===== config.mk =====
export PLATFORM = sky130hd
export DESIGN_NAME = mem_access_unit
export DESIGN_NICKNAME = d
export VERILOG_FILES = /design/src/rtl/mem_access_unit_pkg.sv /design/src/rtl/mem_lane_align.sv /design/src/rtl/mem_access_unit.sv
export SDC_FILE = /design/constraint.sdc
export NUM_CORES = 1
export LEC_CHECK = 0
export ABC_AREA = 1
export BUFFER_PORTS_ARGS = -buffer_cell sky130_fd_sc_hd__buf_2
export CAP_MARGIN = 20
export CORE_ASPECT_RATIO = 0.7
export CORE_MARGIN = 2
export CORE_UTILIZATION = 35
export DETAILED_ROUTE_END_ITERATION = 16
export PLACE_DENSITY_LB_ADDON = 0.08
export SYNTH_ARGS = -nofsm -noshare
export SYNTH_HDL_FRONTEND = slang
export SYNTH_SLANG_ARGS = --single-unit

===== constraint.sdc =====
create_clock -name clk -period 5.5 [get_ports clk]
set_clock_uncertainty 0.1 [all_clocks]
set_input_delay 1.1 -clock clk [delete_from_list [all_inputs] [get_ports clk]]
set_output_delay 1.1 -clock clk [all_outputs]
set_load 0.01 [all_outputs]

===== src/rtl/mem_access_unit_pkg.sv =====
// Shared definitions for the memory access unit: access codes, FSM states,
// byte-enable masks and the registered request record.
package mem_access_unit_pkg;

    typedef enum logic [2:0] {
        ACC_W  = 3'b000,
        ACC_H  = 3'b001,
        ACC_HU = 3'b010,
        ACC_B  = 3'b011,
        ACC_BU = 3'b100
    } acc_t;

    typedef enum logic [1:0] {
        IDLE    = 2'd0,
        REQ     = 2'd1,
        ACK     = 2'd2,
        RELEASE = 2'd3
    } state_t;

    localparam int NUM_LANES = 4;
    localparam int LANE_W    = 8;

    localparam logic [NUM_LANES-1:0] BE_WORD = 4'b1111;
    localparam logic [NUM_LANES-1:0] BE_HI   = 4'b1100;
    localparam logic [NUM_LANES-1:0] BE_LO   = 4'b0011;
    localparam logic [NUM_LANES-1:0] BE_B0   = 4'b1000;

    typedef struct packed {
        logic                        rw;
        logic [2:0]                  acc;
        logic [1:0]                  lo;
        logic [29:0]                 word;
        logic [NUM_LANES-1:0]        be;
        logic [NUM_LANES*LANE_W-1:0] wdata;
    } mem_req_t;

endpackage


===== src/rtl/mem_lane_align.sv =====
// Big-endian byte-lane steering: store enables/replication, load lane select
// with sign/zero extension, and the alignment check.
module mem_lane_align
    import mem_access_unit_pkg::*;
(
    input  logic [2:0]                  access_type,
    input  logic [1:0]                  addr_lo,
    input  logic [NUM_LANES*LANE_W-1:0] wdata,
    input  logic [NUM_LANES*LANE_W-1:0] rdata_word,
    output logic [NUM_LANES-1:0]        be,
    output logic [NUM_LANES*LANE_W-1:0] wdata_lane,
    output logic [NUM_LANES*LANE_W-1:0] rdata_ext,
    output logic                        misalign
);

    logic [NUM_LANES-1:0][LANE_W-1:0] lanes;
    logic [LANE_W-1:0]                byte_sel;
    logic [2*LANE_W-1:0]              half_sel;

    // Lane 3 holds bits 31:24 and is byte address 0.
    assign lanes    = rdata_word;
    assign byte_sel = lanes[2'd3 - addr_lo];
    assign half_sel = addr_lo[1] ? rdata_word[15:0] : rdata_word[31:16];

    always_comb begin
        be         = BE_WORD;
        wdata_lane = wdata;
        rdata_ext  = rdata_word;
        misalign   = (addr_lo != 2'b00);
        case (access_type)
            ACC_H, ACC_HU: begin
                be         = addr_lo[1] ? BE_LO : BE_HI;
                wdata_lane = {2{wdata[15:0]}};
                rdata_ext  = (access_type == ACC_H) ? {{16{half_sel[15]}}, half_sel}
                                                    : {16'h0, half_sel};
                misalign   = addr_lo[0];
            end
            ACC_B, ACC_BU: begin
                be         = BE_B0 >> addr_lo;
                wdata_lane = {4{wdata[7:0]}};
                rdata_ext  = (access_type == ACC_B) ? {{24{byte_sel[7]}}, byte_sel}
                                                    : {24'h0, byte_sel};
                misalign   = 1'b0;
            end
            default: ;
        endcase
    end

endmodule


===== src/rtl/mem_access_unit.sv =====
// Memory-stage sequencer: MOV/MOC four-phase handshake with the data RAM,
// pipeline stall generation, timeout abort and load data return.
module mem_access_unit
    import mem_access_unit_pkg::*;
#(
    parameter int TIMEOUT_CYCLES = 255
) (
    input  logic        clk,
    input  logic        reset,
    input  logic        ram_enable,
    input  logic        rw,
    input  logic [2:0]  access_type,
    input  logic [31:0] addr,
    input  logic [31:0] wdata,
    output logic        stall,
    output logic        done,
    output logic [31:0] rdata,
    output logic        misalign_err,
    output logic        timeout_err,
    output logic        mem_mov,
    output logic        mem_rw,
    output logic [31:0] mem_addr,
    output logic [3:0]  mem_be,
    output logic [31:0] mem_wdata,
    input  logic [31:0] mem_rdata,
    input  logic        mem_moc
);

    localparam int CNT_W = $clog2(TIMEOUT_CYCLES);

    state_t            state, state_nxt;
    mem_req_t          req_q;
    logic [CNT_W-1:0]  cnt;
    logic [2:0]        lane_type;
    logic [1:0]        lane_lo;
    logic [3:0]        lane_be;
    logic [31:0]       lane_wdata;
    logic [31:0]       lane_rdata;
    logic              lane_misalign;
    logic              accept;
    logic              timeout_hit;

    // One aligner serves both phases: live inputs in IDLE, the held request afterwards.
    assign lane_type = (state == IDLE) ? access_type : req_q.acc;
    assign lane_lo   = (state == IDLE) ? addr[1:0]   : req_q.lo;

    mem_lane_align u_align (
        .access_type (lane_type),
        .addr_lo     (lane_lo),
        .wdata       (wdata),
        .rdata_word  (mem_rdata),
        .be          (lane_be),
        .wdata_lane  (lane_wdata),
        .rdata_ext   (lane_rdata),
        .misalign    (lane_misalign)
    );

    assign accept      = (state == IDLE) && ram_enable && !lane_misalign;
    assign timeout_hit = (cnt == CNT_W'(TIMEOUT_CYCLES - 1));

    always_ff @(posedge clk) begin
        if (reset) state <= RELEASE;
        else       state <= state_nxt;
    end

    always_comb begin
        state_nxt = state;
        case (state)
            IDLE:    if (accept) state_nxt = REQ;
            REQ:     if (mem_moc) state_nxt = ACK;
                     else if (timeout_hit) state_nxt = RELEASE;
            ACK:     state_nxt = mem_moc ? RELEASE : IDLE;
            RELEASE: if (!mem_moc) state_nxt = IDLE;
            default: state_nxt = RELEASE;
        endcase
    end

    always_comb begin
        stall        = 1'b0;
        done         = 1'b0;
        misalign_err = 1'b0;
        timeout_err  = 1'b0;
        mem_mov      = 1'b0;
        mem_rw       = 1'b0;
        mem_addr     = '0;
        mem_be       = '0;
        mem_wdata    = '0;
        case (state)
            IDLE: begin
                stall        = accept;
                misalign_err = ram_enable && lane_misalign;
            end
            REQ: begin
                stall       = 1'b1;
                mem_mov     = 1'b1;
                mem_rw      = req_q.rw;
                mem_addr    = {req_q.word, 2'b00};
                mem_be      = req_q.be;
                mem_wdata   = req_q.wdata;
                timeout_err = !mem_moc && timeout_hit;
            end
            ACK:     done  = 1'b1;
            RELEASE: stall = ram_enable;
            default: ;
        endcase
    end

    always_ff @(posedge clk) begin
        if (reset) begin
            req_q <= '0;
            cnt   <= '0;
            rdata <= '0;
        end else begin
            if (accept)
                req_q <= '{rw: rw, acc: access_type, lo: addr[1:0], word: addr[31:2],
                           be: lane_be, wdata: lane_wdata};
            if (state == REQ && !mem_moc) cnt <= cnt + 1'b1;
            else                          cnt <= '0;
            if (state == REQ && mem_moc && !req_q.rw) rdata <= lane_rdata;
        end
    end

endmodule


* Yosys cells after proc, flatten, opt, wreduce, memory -nomap -nowiden *
Index checks and enable logic that the tools add are counted.

operators by class
  add/subtract/negate cells = 2
  order comparisons = 1
  eq/ne operators = 11
  shift-type cells = 1
  mux-type cells = 27
  bitwise logic cells = 1
  reductions and logical operators = 16

operator list
  cell                   number
  $mux W32               4
  $pmux W32 S2           2
  $bmux W8 S2            1
  $mux W16               1
  $mux W2                6
  $add A8 B1 Y8 const B  1
  $eq A8 B8 Y1 const B   1
  $mux W4                2
  $mux W8                1
  $pmux W2 S4            1
  $pmux W4 S2            1
  $logic_and A1 B1 Y1    7
  $eq A3 B2 Y1 const B   2
  $reduce_or A2 Y1       3
  $mux W1                5
  $eq A2 B2 Y1 const B   2
  $ne A2 B2 Y1 const B   2
  $shr A4 B2 Y4 const A  1
  $eq A3 B1 Y1 const B   1
  $eq A3 B3 Y1 const B   1
  $logic_not A1 Y1       3
  $lt A2 B3 Y1 const B   1
  $mux W3                1
  $ne A3 B3 Y1 const B   1
  8 further kinds        8

word-level totals
  bits in registers = 114
  bits of input ports = 104
  output and inout bits = 106
  logic and storage cells = 68

* Longest topological paths before layout *
Gate-level depths: netlist of the first run.

  depth in word-level cells = 9
  depth in mapped cells = 15

* By module *
Synthesis of the first run repeated with hierarchy kept, for this count alone.

unflattened totals
  cell total of the unflattened synthesis = 1,117
  area, all modules = 6,441.2 um^2

modules (own cells, without submodules)
  module           times used  cells each  area each (um^2)
  mem_access_unit  1           761         4,921.0
  mem_lane_align   1           356         1,520.2

* Worst setup path before layout of the first run *
Ideal clock, no wire load.

  kind = input-to-output
  start = input port access_type[2]
  end = output port misalign_err
  arrival time = 2.264 ns
  setup slack = 2.036 ns
  stages = 9
  path buffers = 2
  cell sequence = inv_1 nand2_1 o21ai_1 nand2_1 nand2_2 nand2_2 buf_6 buf_6 nor3_1

between the ends
  longest elaborated chain between the ends = 6
  elaborated cells between the ends (all ways) = 10
  those cells by class = 4 x eq/ne; 3 x mux; 3 x reduce/logical

RTL lines
  what                                  line                   text
  start, declared                       mem_access_unit.sv:12  input logic [2:0] access_type,
  $mux W3 *                             mem_access_unit.sv:44  assign lane_type = (state == IDLE) ? access_type : req_q.acc;
  $eq A3 B3 Y1 (tied with other cells)  mem_lane_align.sv:30   case (access_type)
  $reduce_or A2 Y1                      mem_lane_align.sv:30
  $pmux W1 S2 *                         mem_lane_align.sv:30
  $logic_and A1 B1 Y1 *                 mem_access_unit.sv:91  misalign_err = ram_enable && lane_misalign;
  $mux W1 *                             mem_access_unit.sv:88  case (state)
  end, declared                         mem_access_unit.sv:18  output logic misalign_err,

Mark *: on every way between the ends. The rest lies on a longest branch, timed or not.

* Worst setup path after layout of the first run *
  start = input port access_type[2]
  end = output port stall

between the ends
  longest elaborated chain between the ends = 7
  elaborated cells between the ends (all ways) = 11
  those cells by class = 4 x eq/ne; 3 x mux; 4 x reduce/logical

RTL lines
  what                                  line                   text
  $mux W3 *                             mem_access_unit.sv:44
  $eq A3 B3 Y1 (tied with other cells)  mem_lane_align.sv:30
  $reduce_or A2 Y1                      mem_lane_align.sv:30
  $pmux W1 S2 *                         mem_lane_align.sv:30
  $logic_not A1 Y1 *                    mem_access_unit.sv:58  assign accept = (state == IDLE) && ram_enable && !lane_misalign;
  $logic_and A1 B1 Y1 *                 mem_access_unit.sv:58
  $pmux W1 S3 *                         mem_access_unit.sv:88
  end, declared                         mem_access_unit.sv:15  output logic stall,

Marks and branches as above.

==> key figures, run 1 <==
Setup path
  – WP buf/inv: 3
  – Critical path's slowest cell: nand2_2
  – Sequence of cells on the critical path: buf_2, inv_1, nand2_1, o21ai_1, nand2_1, nand2_2, nand2_4, nand2_2, o211ai_1, buf_2
  – Startpoint Class: input port
  – Crit-path max cell delay: 0.42 ns
  – CP delay by family, top: simple AND/OR/NAND/NOR gates
  – Critical Path RT: 4.30 ns
  – CP endpoint kind: output port
  – Crit path max fanout: 25
  – Critical path class: input port to output port
  – Crit path DAT: 2.73 ns

Clock tree
  – CTS Buf Count: 17
  – CTS H-Tree Depth: 4
  – Post CTS Setup Buffer Count: 0
  – Worst-Skew Late Latency: 0.41 ns
  – Post-CTS resize count: 0
  – Post-CTS Hold Buffers: 0
  – Clock tree buffer depth: 2
  – Worst-path clk slew: 0.05 ns
  – CTS Sinks: 114
  – CTS tree: built
  – Root Driver: clkbuf_16

Timing
  – Final hold viol count: 0
  – Slew @ Worst Pin: 0.993 ns
  – Final hold slack: 0.361 ns
  – Final Setup Violations: 0
  – Slew Limit Headroom: 33.8%
  – Period minus WS final: 3.93 ns
  – Fmax: 254 MHz
  – Final period utilization: 71.5%
  – Fin worst setup slack: 1.57 ns
  – Setup total negative slack: 0 ns
  – RSZ-0062 raised after global routing: false
  – Max Slew Vio Count: 0

Cells and area
  – Post-layout util: 44.8%
  – FF+latch area: 0.00228 mm2
  – Area Growth Syn to Fin: 23.8%
  – Nets: 1365
  – Most frequent cells in the layout: 308 x nand2_1, 221 x nor2_1, 207 x buf_2, 114 x dfxtp_1, 108 x inv_1
  – Filler cells: 2055
  – Non-Filler Instances: 1507
  – Area of the multi-input gates: 0.00353 mm2
  – Commonest non-fill, non-tap cell in the layout: nand2_1
  – Layout cell share with drive strength beyond 1: 20.6%

Routing
  – Routed WL: 21800 um
  – Vias: 7104
  – DR pass1 iterations: 5
  – Routed WL per cell: 14.5 um
  – Routed Antenna Nets: 0
  – Iteration-0 DRC Markers: 525
  – # DRC: 0
  – Post-DR vias/cell: 4.71

Synthesis
  – Main flop type after synthesis: dfxtp_1
  – Register area share after synthesis: 34.6%
  – Gate count of the mapped netlist: 1098
  – Mean post-synth cell area: 6.01 um2
  – Largest family of logic cells by synthesized area: simple AND/OR/NAND/NOR gates
  – Post-synth cell types: 34
  – Simple-gate share of the synthesized area: 42.7%
  – Post-synth ARST share: 0%
  – Register bit total from synthesis: 114
  – Complex-gate fraction of the synthesized area: 9.86%
  – Ys Warns: 0
  – Post-synthesis xor/xnor area fraction: 0.133%
  – Post-synthesis mux area share: 0%
  – Post-synth EDFFs: 0
  – Adder-cell share of the synthesized area: 0.379%
  – Mapped cell area: 0.00660 mm2

Floorplanning
  – Die area: 0.0200 mm2
  – Die H: 119 um
  – # IOs: 210
  – Die W: 168 um
  – # rows: 41
  – Starting Density: 36.1%
  – Core Region: 0.0183 mm2

Global route
  – Initial antenna violation count: 2
  – First-pass GRT wire length: 34400 um
  – Total GRT Usage: 21.6%
  – Largest net degree at the start of global routing: 97
  – Number of global-route vias before repair: 6437
  – GRT overflow: 0

Place
  – # port buffers: 207
  – Pre-CTS WS: 1.57 ns
  – Routability cong.: 0.866
  – Placed insts: 1476
  – Dpl hpwl: 14800 um

Worst hold path
  – Hold Crit Class: flip-flop to flip-flop

Pwr
  – VDD IR max: 132 uV
  – Leakage dissipation: 4.06 nW
  – Power per cell area: 286 mW/mm2

Run
  – Max cap viols: 0

Outcome
  – Status: finished, final reports clean
==> logic make-up after synthesis <==
group                    after synthesis
adder cells (fa/ha/maj)                2
AO/OA/AOI/OAI                        124
AND/OR/NAND/NOR                      671
buffers and inverters                185
flip-flops                           114
other                                  1
XOR/XNOR                               1
==> layout make-up <==
type                            count  share of cell area (%)
Multi-Input combinational cell    800                    43.1
Tap cell                          236                    3.61
Inverter                          112                    5.16
Sequential cell                   114                    27.9
Timing Repair Buffer              214                    13.3
Clock buffer                       19                    5.42
Clock inverter                     11                    1.41
Antenna cell                        1                  0.0306
==> per-stage QoR <==
stage / total power, mW / cell area (um2)
after floorplan: 1.16 / 6610
after global placement: 1.28 / 7610
after detailed placement: 1.28 / 7610
after CTS: 2.36 / 8170
after global routing: 2.45 / 8170
final: 2.33 / 8170
==> worst min-delay path, delay by kind of cell, from the launching register on <==
| family | cells | cell delay [ns] |
|---|---|---|
| DFF | 1 | 0.30 |
| AOI/OAI and AO/OA | 1 | 0.06 |
| and+or+nand+nor | 1 | 0.06 |
==> registers in the layout, summed over array words and instances, names as in the netlist <==
register and flops:
cnt 8, rdata 32, state 2, req_q 72
==> routing by layer <==
metal	routed length (um)	up-vias	track usage (%)
met5	0	-	0
met4	246	0	6.09
met3	1380	11	5.12
met2	8590	221	30.2
met1	11600	3143	32.5
li1	-	3729	-
==> final timing paths <==
path / end / from / slack (ns) / cells after the start
max: stall / access_type[2] / 1.57 / 10
min: rdata[3]$_SDFFE_PP0P_ / rdata[3]$_SDFFE_PP0P_ / 0.36 / 2
max reg2reg: req_q[0]$_SDFFE_PP0P_ / state[1]$_SDFFE_PP1P_ / 2.19 / 11
min reg2reg: rdata[3]$_SDFFE_PP0P_ / rdata[3]$_SDFFE_PP0P_ / 0.36 / 2
==> cell usage after synthesis, types with 2 or more instances <==
cell	n	area, um2
nand2_1	308	1160
nor2_1	221	830
dfxtp_1	114	2280
inv_1	108	405
nand3_1	87	435
a21oi_1	64	320
o21ai_0	44	220
clkbuf_1	33	124
nand3b_1	32	240
buf_2	20	100
buf_6	10	113
nand2_2	8	50.1
o211ai_1	7	52.6
buf_1	5	18.8
buf_4	5	37.5
nor3_1	4	20.0
o21ai_1	4	20.0
inv_2	3	11.3
a31oi_1	2	12.5
ha_1	2	25.0
nand3_2	2	20.0
nand4_1	2	12.5
nor2_2	2	12.5
==> power by group <==
group	switching, mW	total, mW	internal, mW
clock network	0.399	1.07	0.668
logic	0.264	0.393	0.129
registers	0.0163	0.875	0.859
total	0.679	2.33	1.65
Note: power is estimated with default switching activity, not from simulation.
==> inputs of run 2 (changes only) <==
- ABC_AREA: 1 -> 0
- clock period: 5.5 -> 4.03 ns (I/O delays scaled with it)
==> key figures, run 2 <==
Outcome
  – Status: finished, final reports clean

Synthesis
  – Post-synth EDFFs: 0 (unchanged)
  – Main flop type after synthesis: dfxtp_1
  – Synth area leaders: dfxtp_1 37%, and2_1 7.5%, a21oi_1 7.3%, nand3_1 5.0%, o21ai_0 3.8%
  – Register bit total from synthesis: 114 (unchanged)
  – Mean post-synth cell area: 8.11 um2 (+35%)
  – Post-synth cell types: 64 (+88%)
  – Mapped cell area: 0.00613 mm2 (-7.2%)
  – Ys Warns: 0 (unchanged)
  – Post-synth top area share: 37.2% (+2.7 points)
  – Gate count of the mapped netlist: 756 (-31%)
  – Cell with the most instances after synthesis: dfxtp_1
  – Post-synth ARST share: 0% (unchanged)
  – Synth cell count leaders: 114 x dfxtp_1, 90 x a21oi_1, 73 x and2_1
  – Register area share after synthesis: 37.2% (+2.7 points)
  – Cell taking the most area after synthesis: dfxtp_1

Clock tree
  – Worst-path clk slew: 0.06 ns (about the same)
  – Post-CTS resize count: 0 (unchanged)
  – Post-CTS Hold Buffers: 0 (unchanged)
  – CTS tree: built
  – Worst-Skew Late Latency: 0.42 ns (about the same)
  – Clock tree buffer depth: 2 (unchanged)
  – Post CTS Setup Buffer Count: 0 (unchanged)
  – CTS Sinks: 114 (unchanged)
  – CTS H-Tree Depth: 4 (unchanged)
  – CTS Buf Count: 17 (unchanged)
  – Root Driver: clkbuf_16

Routing
  – Routed WL per cell: 18.8 um (+30%)
  – Routed Antenna Nets: 0 (unchanged)
  – # DRC: 0 (unchanged)
  – Routed WL: 22100 um (+1.4%)
  – Iteration-0 DRC Markers: 694 (+32%)
  – DR pass1 iterations: 7 (+2)
  – Post-DR vias/cell: 5.53 (+17%)
  – Vias: 6497 (-8.5%)

Cells and area
  – Largest regs: req_q (72), rdata (32), cnt (8)
  – Commonest non-fill, non-tap cell in the layout: buf_2
  – Layout cell share with drive strength beyond 1: 30.6% (+10 points)
  – Nets: 1036 (-24%)
  – Area Growth Syn to Fin: 28.3%
  – ANT cells: 0 (-1)
  – Filler cells: 1700 (-17%)
  – Largest register FFs: 72 (unchanged)
  – Top reg by flops: req_q
  – Most frequent cells in the layout: 207 x buf_2, 114 x dfxtp_1, 90 x a21oi_1, 73 x and2_1, 60 x nand3_1

Place
  – Routability cong.: 0.911 (+5.2%)
  – Dpl hpwl: 15000 um (+1.2%)
  – # port buffers: 207 (unchanged)

Run
  – Max cap viols: 0 (unchanged)

Setup path
  – Startpoint Class: flip-flop
  – CP endpoint kind: output port
  – Crit path max fanout: 15 (-40%)
  – Crit path DAT: 2.75 ns (+0.02 ns)
  – Critical Path RT: 3.12 ns (-1.18 ns)
  – Critical path class: flip-flop to output port

Global route
  – Number of global-route vias before repair: 5998 (-6.8%)
  – Initial antenna violation count: 1 (-1)
  – First-pass GRT wire length: 33700 um (-2.1%)
  – Total GRT Usage: 23.2% (+1.7 points)
  – Largest net degree at the start of global routing: 70 (-28%)
  – GRT overflow: 0 (unchanged)

Timing
  – RSZ-0062 raised after global routing: false
  – Final hold slack: 0.358 ns (-0.00250 ns)
  – Final period utilization: 90.7%
  – Setup total negative slack: 0 ns (unchanged)
  – Max Slew Vio Count: 0 (unchanged)
  – Fmax: 274 MHz
  – Final Setup Violations: 0 (unchanged)
  – Slew @ Worst Pin: 0.902 ns (-0.0912 ns)
  – Period minus WS final: 3.65 ns
  – Slew Limit Headroom: 39.6% (+5.8 points)
  – Final hold viol count: 0 (unchanged)

Floorplanning
  – # rows: 40 (-2.4%)
  – Die W: 162 um (-3.6%)
  – # IOs: 210 (unchanged)
  – Core Region: 0.0172 mm2 (-6.0%)
  – Starting Density: 35.7% (-0.45 points)
  – Die H: 115 um (-3.5%)
  – Die area: 0.0186 mm2 (-7.0%)

Worst hold path
  – Hold Crit Class: flip-flop to flip-flop

Pwr
  – Tot Pwr: 3.12 mW (+33%)
  – Leakage dissipation: 3.38 nW (-17%)
  – Power per cell area: 396 mW/mm2 (+39%)
  – VDD IR max: 232 uV (+76%)
==> run 2: cell count changes after synthesis, moves of 17 or more <==
cell,delta
and2_1,+73
nor2_1,-192
o31ai_1,+19
o21ai_1,+39
a21oi_1,+26
mux2i_1,+17
inv_1,-105
nand2_1,-273
nand3b_1,-30
nand3_1,-26
==> run 2: path summary, 6_finish.rpt <==
path                     startpoint                      to  slack [ns]  cells past startpoint
min          req_q[40]$_SDFFE_PP0P_  req_q[40]$_SDFFE_PP0P_        0.36                      2
max           state[1]$_SDFFE_PP1P_                   stall        0.38                      6
min reg2reg  req_q[40]$_SDFFE_PP0P_  req_q[40]$_SDFFE_PP0P_        0.36                      2
max reg2reg   state[1]$_SDFFE_PP1P_  req_q[33]$_SDFFE_PP0P_        1.02                      5
==> run 2: where the power goes <==
group	total, mW	leakage (nW)	switching, mW	internal (mW)
Clock	1.53	0.280	0.596	0.932
Combinational	0.388	2.17	0.235	0.153
Sequential	1.20	0.925	0.0297	1.17
==> run 2: layout make-up <==
| class | instances | area, um2 | share of cell area [%] |
|---|---|---|---|
| multi-input cells | 567 | 3500 | 44.6 |
| flip-flops and latches | 114 | 2280 | 29.0 |
| repair buffers | 226 | 1180 | 15.0 |
| clock buffers | 18 | 439 | 5.59 |
| well taps | 231 | 289 | 3.68 |
| clock inverters | 14 | 153 | 1.94 |
| inverters | 4 | 15.0 | 0.191 |
==> run 2: stage by stage <==
stage | std cells | utilization [%] | setup WS, ns | cell area, um2
finish | 1174 | 45.8 | 0.376 | 7860
global placement | 1142 | 42.3 | 0.540 | 7270
CTS | 1174 | 45.8 | 0.366 | 7860
global route | 1174 | 45.8 | 0.148 | 7860
detailed placement | 1142 | 42.3 | 0.472 | 7270
floorplan | 757 | - | 0.871 | 6130
==> run 2: logic make-up (layout without fill, tap and decap cells) <==
| logic type | after synthesis | in the layout | share of synthesized area (%) |
|---|---|---|---|
| AOI/OAI and AO/OA | 283 | 283 | 29.1 |
| xor gates and xnor gates | 7 | 7 | 1.12 |
| adders and majority gates | 2 | 2 | 0.408 |
| buffers and inverters | 76 | 262 | 6.31 |
| DFF | 114 | 114 | 37.2 |
| muxes | 22 | 22 | 3.70 |
| other | 1 | 2 | 0.0612 |
| and+or+nand+nor | 251 | 251 | 22.1 |
==> run 2: critical path, stage by stage (launching register included) <==
cell,delay [ns]
dfxtp_1,0.66
nor4b_1,0.17
a2111oi_2,0.63
a21oi_1,0.16
nand2b_1,0.20
a221o_1,0.36
buf_2,0.15
==> run 2: per-layer routing <==
layer  wire length, um  track usage [%]  share of wire (%)
met1             10800             34.7                 49
met2              8950             30.8                 41
met3              1970             8.00                8.9
met4               332             7.26                1.5
met5                 0                0                  0
==> inputs of run 3 (changes only) <==
- PLACE_DENSITY_LB_ADDON: 0.08 -> unset
==> key figures, run 3 (synthesized netlist as in run 2, its figures left out) <==
Outcome
  – Status: finished, final reports clean

Cells and area
  – Most frequent cells in the layout: 207 x buf_2, 114 x dfxtp_1, 90 x a21oi_1, 73 x and2_1, 60 x nand3_1
  – Filler cells: 1749 (+2.9%)
  – ANT cells: 0 (unchanged)
  – Post-Layout Inst Area: 0.00779 mm2 (-0.84%)
  – Commonest non-fill, non-tap cell in the layout: buf_2
  – Largest register FFs: 72 (unchanged)
  – Area Growth Syn to Fin: 27.2%
  – Layout cell share with drive strength beyond 1: 30.3% (-0.37 points)
  – Top reg by flops: req_q
  – FF+latch area: 0.00228 mm2 (unchanged)
  – Area of the multi-input gates: 0.00350 mm2 (unchanged)
  – Nets: 1031 (-0.48%)
  – Largest regs: req_q (72), rdata (32), cnt (8)

Timing
  – Final period utilization: 94.2% (+3.5 points)
  – RSZ-0062 raised after global routing: false
  – Final hold viol count: 0 (unchanged)
  – Slew Limit Headroom: 38.9% (-0.73 points)
  – Fmax: 263 MHz (-3.7%)
  – Max Slew Vio Count: 0 (unchanged)
  – Setup total negative slack: 0 ns (unchanged)
  – Period minus WS final: 3.80 ns (+0.142 ns)
  – Final Setup Violations: 0 (unchanged)
  – Slew @ Worst Pin: 0.908 ns (+0.00652 ns)
  – Fin worst setup slack: 0.235 ns (-0.142 ns)

Routing
  – # DRC: 0 (unchanged)
  – Iteration-0 DRC Markers: 534 (-23%)
  – Routed WL per cell: 18.0 um (-4.6%)
  – Vias: 6426 (-1.1%)
  – Routed Antenna Nets: 0 (unchanged)
  – Post-DR vias/cell: 5.50 (-0.67%)
  – DR pass1 iterations: 7 (unchanged)
  – Routed WL: 21000 um (-5.0%)

Clock tree
  – CTS tree: built
  – CTS Sinks: 114 (unchanged)
  – Root Driver: clkbuf_16
  – CTS Buf Count: 17 (unchanged)
  – CTS H-Tree Depth: 4 (unchanged)
  – Post CTS Setup Buffer Count: 0 (unchanged)
  – Post-CTS resize count: 0 (unchanged)
  – Clock tree buffer depth: 2 (unchanged)
  – Worst-path clk slew: 0.06 ns (about the same)
  – Post-CTS Hold Buffers: 0 (unchanged)
  – Worst-Skew Late Latency: 0.40 ns (-0.02 ns)

Setup path
  – Reg2reg start: state[1]$_SDFFE_PP1P_
  – Worst Setup EP: stall
  – Crit path DAT: 2.89 ns (+0.14 ns)
  – R2R Setup Slk: 0.94 ns (-0.08 ns)
  – R2r worst-path depth: 6 (+1)
  – Sequence of cells on the critical path: or2_1, a2111oi_2, a21oi_1, nand2b_1, a221o_1, buf_2
  – Critical Path Source: state[1]$_SDFFE_PP1P_
  – Reg-to-Reg End: req_q[69]$_SDFFE_PP0P_
  – CP endpoint kind: output port
  – Critical path class: flip-flop to output port
  – Crit-path max cell delay: 0.59 ns (-0.07 ns)
  – Crit path max fanout: 25 (+10)
  – Critical Path RT: 3.12 ns (about the same)
  – Startpoint Class: flip-flop
  – Critical path's slowest cell: a2111oi_2

Place
  – # port buffers: 207 (unchanged)
  – Dpl hpwl: 14000 um (-6.9%)
  – Pre-CTS WS: 0.616 ns (+0.144 ns)
  – Post-DP Area: 0.00724 mm2 (-0.34%)
  – Routability cong.: 0.879 (-3.5%)

Global route
  – First-pass GRT wire length: 32700 um (-2.9%)
  – Initial antenna violation count: 2 (+1)
  – GRT overflow: 0 (unchanged)
  – Largest net degree at the start of global routing: 73 (+4.3%)
  – Total GRT Usage: 22.3% (-0.93 points)
  – Number of global-route vias before repair: 5831 (-2.8%)

Floorplanning
  – Die area: 0.0186 mm2 (unchanged)
  – # IOs: 210 (unchanged)
  – Die H: 115 um (unchanged)
  – Starting Density: 35.7% (unchanged)
  – Die W: 162 um (unchanged)
  – Core Region: 0.0172 mm2 (unchanged)
  – # rows: 40 (unchanged)

Pwr
  – VDD IR max: 223 uV (-3.9%)
  – Leakage dissipation: 3.34 nW (-1.0%)
  – Power per cell area: 384 mW/mm2 (-3.2%)
  – Tot Pwr: 2.99 mW (-4.1%)

Worst hold path
  – Hold Crit Class: flip-flop to flip-flop

Run
  – Max cap viols: 0 (unchanged)
-- run 3: cell count changes in the layout (fill, tap and decap cells not counted) --
| cell | before | now |
|---|---|---|
| buf_4 | 19 | 13 |
| inv_6 | 4 | 7 |
| bufinv_16 | 2 | 0 |
| clkinv_2 | 2 | 0 |
| buf_12 | 0 | 1 |
| clkbuf_1 | 0 | 1 |
| clkbuf_8 | 1 | 0 |
| clkinv_1 | 2 | 1 |
| clkinv_4 | 2 | 3 |
| clkinvlp_4 | 4 | 3 |
| inv_2 | 0 | 1 |
| inv_8 | 0 | 1 |
-- run 3: metal layers --
metal | track usage [%] | vias to the layer above | wire length [um]
li1 | - | 3108 | -
met1 | 33.6 | 3048 | 10100
met4 | 4.37 | 2 | 123
met3 | 5.72 | 15 | 1800
met2 | 31.9 | 253 | 8970
met5 | 0 | - | 13
-- run 3: where the power goes --
| part | internal, mW | leakage [nW] | switching (mW) |
|---|---|---|---|
| clock network | 0.806 | 0.261 | 0.609 |
| logic | 0.149 | 2.16 | 0.225 |
| registers | 1.17 | 0.925 | 0.0309 |
-- run 3: area by class of cell --
class	instances	area share, %
Clock buffer	18	5.51
Clock inverter	14	1.56
Inverter	4	0.193
Multi-Input combinational cell	567	45.0
Sequential cell	114	29.3
Tap cell	231	3.71
Timing Repair Buffer	221	14.8
-- run 3: worst min-delay path by stage --
stage / depth (start not counted) / to / start / slack, ns
3_3_place_gp: 1 / cnt[0]$_SDFF_PP0_ / cnt[0]$_SDFF_PP0_ / 0.34
2_1_floorplan: 1 / cnt[0]$_SDFF_PP0_ / cnt[0]$_SDFF_PP0_ / 0.33
3_5_place_dp: 2 / req_q[52]$_SDFFE_PP0P_ / req_q[52]$_SDFFE_PP0P_ / 0.35
5_1_grt: 2 / req_q[54]$_SDFFE_PP0P_ / req_q[54]$_SDFFE_PP0P_ / 0.37
4_1_cts: 2 / req_q[47]$_SDFFE_PP0P_ / req_q[47]$_SDFFE_PP0P_ / 0.36
6_report: 2 / req_q[47]$_SDFFE_PP0P_ / req_q[47]$_SDFFE_PP0P_ / 0.36
-- run 3: critical path: cells and delay by family (launching register included) --
family	cells	cell delay [ns]
simple gates	2	0.75
flops	1	0.56
compound gates	3	1.02
buf+inv	1	0.15
-- run 3: metrics by stage --
stage,utilization [%],instances,hold WS [ns]
floorplan,-,757,0.330
global placement,42.2,1137,0.343
detailed placement,42.2,1137,0.352
CTS,45.4,1169,0.360
global route,45.4,1169,0.374
finish,45.4,1169,0.356
